File: config.mk
export PLATFORM = sky130hd
export DESIGN_NAME = sweep_sequencer
export DESIGN_NICKNAME = d
export VERILOG_FILES = /design/src/rtl/sweep_sequencer.sv
export SDC_FILE = /design/constraint.sdc
export NUM_CORES = 1
export LEC_CHECK = 0
export CORE_MARGIN = 3
export CORE_UTILIZATION = 40
export DETAILED_ROUTE_END_ITERATION = 12
export PLACE_DENSITY = 0.71
export SLEW_MARGIN = 20
export SYNTH_ARGS = -nofsm -noshare
export SYNTH_HDL_FRONTEND = slang
export SYNTH_SLANG_ARGS = --single-unit
File: constraint.sdc
create_clock -name clk -period 5.73 [get_ports clk]
set_input_delay 0.573 -clock clk [delete_from_list [all_inputs] [get_ports clk]]
set_output_delay 0.573 -clock clk [all_outputs]
set_load 0.005 [all_outputs]
File: src/rtl/sweep_sequencer.sv
// Triangle-sweep controller for a 4-bit up/down counter.
// It steps the counter lo -> hi -> lo for a programmed number of passes.
module sweep_sequencer #(
    parameter int WIDTH  = 4,
    parameter int PASS_W = 4
) (
    input  logic              clk,
    input  logic              reset,
    input  logic              start,
    input  logic              abort,
    input  logic [WIDTH-1:0]  lo,
    input  logic [WIDTH-1:0]  hi,
    input  logic [PASS_W-1:0] passes,
    input  logic [WIDTH-1:0]  cnt_q,
    output logic              cnt_load,
    output logic              cnt_enable,
    output logic              cnt_up,
    output logic [WIDTH-1:0]  cnt_data,
    output logic              busy,
    output logic              done,
    output logic              err,
    output logic [PASS_W-1:0] pass_cnt
);

    typedef enum logic [2:0] {
        IDLE,
        LOAD,
        UP,
        DOWN,
        DONE
    } state_t;

    state_t            state;
    logic [WIDTH-1:0]  lo_r;
    logic [WIDTH-1:0]  hi_r;
    logic [PASS_W-1:0] passes_r;

    // Turn points are detected one step early, since the counter moves on the same edge as the state.
    always_ff @(posedge clk or negedge reset) begin
        if (!reset) begin
            state    <= IDLE;
            lo_r     <= '0;
            hi_r     <= '0;
            passes_r <= '0;
            pass_cnt <= '0;
            err      <= 1'b0;
        end else begin
            err <= 1'b0;
            if (abort && state != IDLE) begin
                state <= IDLE;
            end else begin
                case (state)
                    IDLE: begin
                        if (start && !abort) begin
                            if (lo < hi && passes != '0) begin
                                lo_r     <= lo;
                                hi_r     <= hi;
                                passes_r <= passes;
                                pass_cnt <= '0;
                                state    <= LOAD;
                            end else begin
                                err <= 1'b1;
                            end
                        end
                    end
                    LOAD: state <= UP;
                    UP: begin
                        if (cnt_q == hi_r - WIDTH'(1))
                            state <= DOWN;
                    end
                    DOWN: begin
                        if (cnt_q == lo_r + WIDTH'(1)) begin
                            pass_cnt <= pass_cnt + PASS_W'(1);
                            if (pass_cnt + PASS_W'(1) == passes_r)
                                state <= DONE;
                            else
                                state <= UP;
                        end
                    end
                    DONE:    state <= IDLE;
                    default: state <= IDLE;
                endcase
            end
        end
    end

    always_comb begin
        cnt_load   = 1'b0;
        cnt_enable = 1'b0;
        cnt_up     = 1'b0;
        busy       = 1'b0;
        done       = 1'b0;
        case (state)
            LOAD: begin
                cnt_load = 1'b1;
                busy     = 1'b1;
            end
            UP: begin
                cnt_enable = 1'b1;
                cnt_up     = 1'b1;
                busy       = 1'b1;
            end
            DOWN: begin
                cnt_enable = 1'b1;
                busy       = 1'b1;
            end
            DONE:    done = 1'b1;
            default: ;
        endcase
    end

    assign cnt_data = lo_r;

endmodule

== Word level (Yosys, flattened, before mapping) ==
Cells that the tools add are included.

* Bits in registers: 20
* Input bits: 20
* Output and inout port bits: 14
* Logic and storage cells: 58

* $add $sub $neg: 3
* Order comparisons: 1
* Equality and inequality tests: 14
* Muxes and demuxes: 20
* Bitwise operators: 1
* Reductions and logical operators: 13

{| class="wikitable"
|+ Operators with widths
! cell !! count
|-
| 3-bit 2-to-1 mux || 6
|-
| 4-bit == test || 3
|-
| 4-bit 2-to-1 mux || 3
|-
| 3-bit != test (second input constant) || 4
|-
| 3-bit case mux with 4 select lines || 1
|-
| 1-bit 2-to-1 mux || 9
|-
| 4-bit by 1-bit adder with 4-bit output (second input constant) || 2
|-
| 4-bit case mux with 2 select lines || 1
|-
| 4-bit AND reduction || 2
|-
| 3-bit by 2-bit == test with 1-bit output (second input constant) || 2
|-
| 2-bit != test (second input constant) || 3
|-
| 5-bit AND reduction || 1
|-
| 4-bit less-than comparator || 1
|-
| 4-bit nonzero test || 1
|-
| 4-bit by 1-bit subtractor with 4-bit output (second input constant) || 1
|-
| 3-bit by 1-bit == test with 1-bit output (second input constant) || 1
|-
| 3-bit == test (second input constant) || 1
|-
| 1-bit logical AND || 3
|-
| 3-bit zero test || 1
|-
| 3-bit nonzero test || 1
|-
| 3-bit OR reduction || 1
|-
| 2-bit nonzero test || 1
|-
| 2-bit OR reduction || 1
|-
| 1-bit zero test || 1
|-
| 1-bit NOT || 1
|}

== Depth between registers and ports, before layout ==
* Depth in word-level cells: 6
* Depth in mapped cells: 8
* Gate-level depth less buffers: 7

== Least setup slack after synthesis ==
OpenSTA, ideal clock, no wires.

* Path type: input -> register
* Start point: input port hi[2]
* End point: register lo_r[0], in the netlist cnt_data[0]
* Setup time: 0.125 ns
* Arrival: 2.186 ns
* Data required time: 5.605 ns
* Slack: 3.419 ns
* Cell stages on the path: 7
* Path buffers: 1
* Cell sequence: inv_1 -> ha_1 -> a21oi_1 -> o21ai_0 -> a2111oi_4 -> buf_6 -> mux2_4

* Cells in the longest elaborated chain, start to end: 3

{| class="wikitable"
|+ Ends and longest elaborated chain
! what !! RTL line !! source
|-
| start, declared || 12 || <nowiki>input logic [WIDTH-1:0] hi,</nowiki>
|-
| 4-bit less-than comparator || 55 || <nowiki>if (lo < hi && passes != '0) begin</nowiki>
|-
| 1-bit logical AND || 55 ||
|-
| 4-bit AND reduction (no line) || - ||
|-
| end signal, assigned || 56 || <nowiki>lo_r <= lo;</nowiki>
|-
| end, declared || 34 || <nowiki>logic [WIDTH-1:0] lo_r;</nowiki>
|}

No other way between the ends.
A chain may end at the register's enable or synchronous reset.

== Worst setup path in the final report ==
* Start point: input port hi[2]
* End point: register hi_r[3]

* Cells in the longest elaborated chain, start to end: 3

{| class="wikitable"
|+ Ends and longest elaborated chain
! what !! RTL line !! source
|-
| 4-bit less-than comparator || 55 ||
|-
| 1-bit logical AND || 55 ||
|-
| 4-bit AND reduction (no line) || - ||
|-
| end signal, assigned || 57 || <nowiki>hi_r <= hi;</nowiki>
|-
| end, declared || 35 || <nowiki>logic [WIDTH-1:0] hi_r;</nowiki>
|}

No other way between the ends.

==> impl_metrics.csv <==
group,metric,value,unit
critical_path,critical_path_class,"primary input to flip-flop",
critical_path,cp-end-kind,"flip-flop",
synthesis,syn_area_per_cell,11.3,um2
cts,clk_pin_slew,0.10,ns
floorplanning,coreArea,0.00308,mm2
finish,final_common_cell,"clkdlybuf4s50_1",
cts,numClockSinks,20,
global_route,globalRoute.totalOverflow,0,
route,vias,1002,
hold_path,min_path_cells,1,
cts,htreeDepth,1,
placement,port_buffers,33,
route,drt_iter0_markers,57,
route,wire_per_inst,13.9,um
sta,finalCritPeriodShare,51.2,%
floorplanning,initial_core_util,42.1,%
sta,setup_tns,0,ns
sta,worst_slew_pin_slew,0.996,ns
floorplanning,design.die.area,0.00396,mm2
cts,cts_resized,0,
cts,numCtsBuffers,3,
sta,fmaxAchievable,341,MHz
sta,rsz0062_at_grt,"false",
synthesis,yosys-mux-area-fraction,12.9,%
route,finalWirelength,2.70,mm
sta,final_max_slew_viol_count,0,
cts,cts_tree,"done",
sta,setup_viol,0,
cts,clk_latency,0.30,ns
synthesis,synth-seq-cells,20,
floorplanning,die_w,62.9,um
placement,place_area,0.00167,mm2
route,drc,0,
synthesis,yosysUniqueCellTypes,38,
critical_path,cp_max_fo,14,
critical_path,r2r_start,"state[0]",
global_route,grt_pass1_vias,1049,
route,ant_nets,0,
critical_path,timing.rr.end,"hi_r[3]",
sta,fin_crit,2.93,ns
hold_path,hold-path-endpoint,"passes_r[2]",
power_and_ir_drop,power.leakage,0.720,nW
hold_path,hp-class,"flip-flop to flip-flop",
finish,drive_gt1_share,13.3,%
global_route,grt_pass1_wl,4.81,mm
critical_path,worstPathRequired,5.92,ns
synthesis,synth-compound-area-share,12.7,%
route,via_per_inst,5.16,
synthesis,synth_simple_gate_area_share,15.2,%
cts,cts_hold_buffers,0,
placement,dpl.hpwl,2.21,mm
power_and_ir_drop,power_density,398,mW/mm2
route,drt_pass1_iterations,4,
critical_path,ff2ff_setup_slack,3.30,ns
global_route,antenna_found_initial,0,
finish,final_area,0.00169,mm2
sta,finalClockSkew,0.00105,ns
synthesis,yosysSeqAreaShare,38.6,%
cts,clock-root-buffer,"clkbuf_4",
power_and_ir_drop,peakVddDrop,181,uV
status,status,"finished clean",
critical_path,crit_start,"hi[2]",
floorplanning,fp.dieH,62.9,um
global_route,grt_start_max_net_pins,21,
power_and_ir_drop,finalPower,0.674,mW
floorplanning,ios,34,
sta,relSlewSlack,33.6,%
finish,n_antenna_cell,0,
synthesis,synth_nets,141,
synthesis,synthXorXnorAreaFrac,12.2,%
global_route,grt_usage,15.1,%
finish,final_cell_mix,"clkdlybuf4s50_1 (33), dfrtp_1 (20), xnor2_1 (14)",
sta,hold_slack,0.538,ns
placement,gp_congestion,0.729,
critical_path,critPathLaunchType,"primary input",
synthesis,yosysWarnings,0,
critical_path,r2r_cells,4,
cts,clk_path_buf_depth,2,
cts,post_cts_buffers,0,
sta,hold_viol,0,
synthesis,synth_top_family_by_area,"simple AND/OR/NAND/NOR gates",
floorplanning,placementRows,20,
hold_path,hp-start,"passes_r[2]",
finish,syn_to_final_growth,30.6,%
finish,nNetsFinal,178,
critical_path,arrival,3.13,ns
synthesis,synthAdderAreaFrac,5.79,%
synthesis,netlist_area,0.00130,mm2
synthesis,syn_inst,115,
run,cap_violations,0,
-- logic make-up after synthesis --
family / Yosys count
buffers and inverters: 7
flip-flops: 20
AO/OA/AOI/OAI: 18
XOR/XNOR: 18
AND/OR/NAND/NOR: 33
multiplexers: 13
adder cells (fa/ha/maj): 6
-- state kept, by name (all words and copies together) (netlist names) --
register  flops
cnt_data      4
err           1
hi_r          4
pass_cnt      4
passes_r      4
state         3
-- cell usage after synthesis (all sizes together) --
library cell	number	area share [%]
dfrtp	20	39
xnor2	14	9.5
mux2	12	12
ha	6	5.8
inv	6	1.7
nand2	6	1.7
nor3	6	3.6
nor2	4	1.2
o21ai	4	1.5
xor2	4	2.7
a2111oi	2	2.8
a21o	2	1.2
and2b	2	1.2
and3	2	0.97
nand2b	2	0.97
nand3	2	0.77
nor3b	2	1.2
nor4	2	0.97
o41a	2	1.7
a211o	1	0.68
a21oi	1	0.39
a31o	1	0.68
a31oi	1	0.48
a32o	1	0.77
a41oi	1	1.3
and2	1	0.48
buf	1	0.87
mux2i	1	0.77
nand3b	1	0.58
nand4	1	0.48
nor2b	1	0.48
o21a	1	0.58
o41ai	1	0.68
or3b	1	0.68
-- power breakdown --
part	internal, mW	switching, mW	leakage, nW
Clock	0.0245	0.0405	0.0138
Combinational	0.217	0.145	0.452
Sequential	0.192	0.0551	0.254
-- metrics by stage --
stage	utilization (%)	std cells	setup slack (ns)
floorplan	-	115	3.42
finish	55.0	194	2.80
CTS	55.0	194	2.79
detailed placement	54.3	191	2.45
global route	55.0	194	2.57
global placement	54.3	191	2.53
-- metal layers --
layer / global-route usage (%) / vias up / part of all wire, %
li1: - / 490 / -
met1: 20.6 / 486 / 48
met2: 23.8 / 21 / 47
met3: 1.80 / 5 / 3.2
met4: 6.61 / 0 / 1.8
met5: 0 / - / 0
-- how the worst max path moves through the flow --
| stage | endpoint | slack (ns) | cells after the start |
|---|---|---|---|
| floorplan | cnt_data[0] | 3.42 | 7 |
| global placement | cnt_data[3] | 2.53 | 7 |
| detailed placement | hi_r[3] | 2.45 | 7 |
| CTS | hi_r[3] | 2.79 | 7 |
| global route | cnt_data[3] | 2.57 | 7 |
| finish | hi_r[3] | 2.80 | 7 |
-- layout make-up --
type	count	area, um2
Multi-Input combinational cell	88	762
Timing Repair Buffer	33	330
Tap cell	44	55.1
Inverter	6	22.5
Sequential cell	20	500
Clock buffer	3	22.5
Fill cell	281	1390
-- worst max-delay path, stage by stage --
cell and delay, ns:
clkdlybuf4s50_1 0.48, inv_1 0.05, ha_1 0.28, a21oi_1 0.14
o21ai_0 0.21, a2111oi_4 0.98, mux2_2 0.42
(Power assumes the default switching activity.)
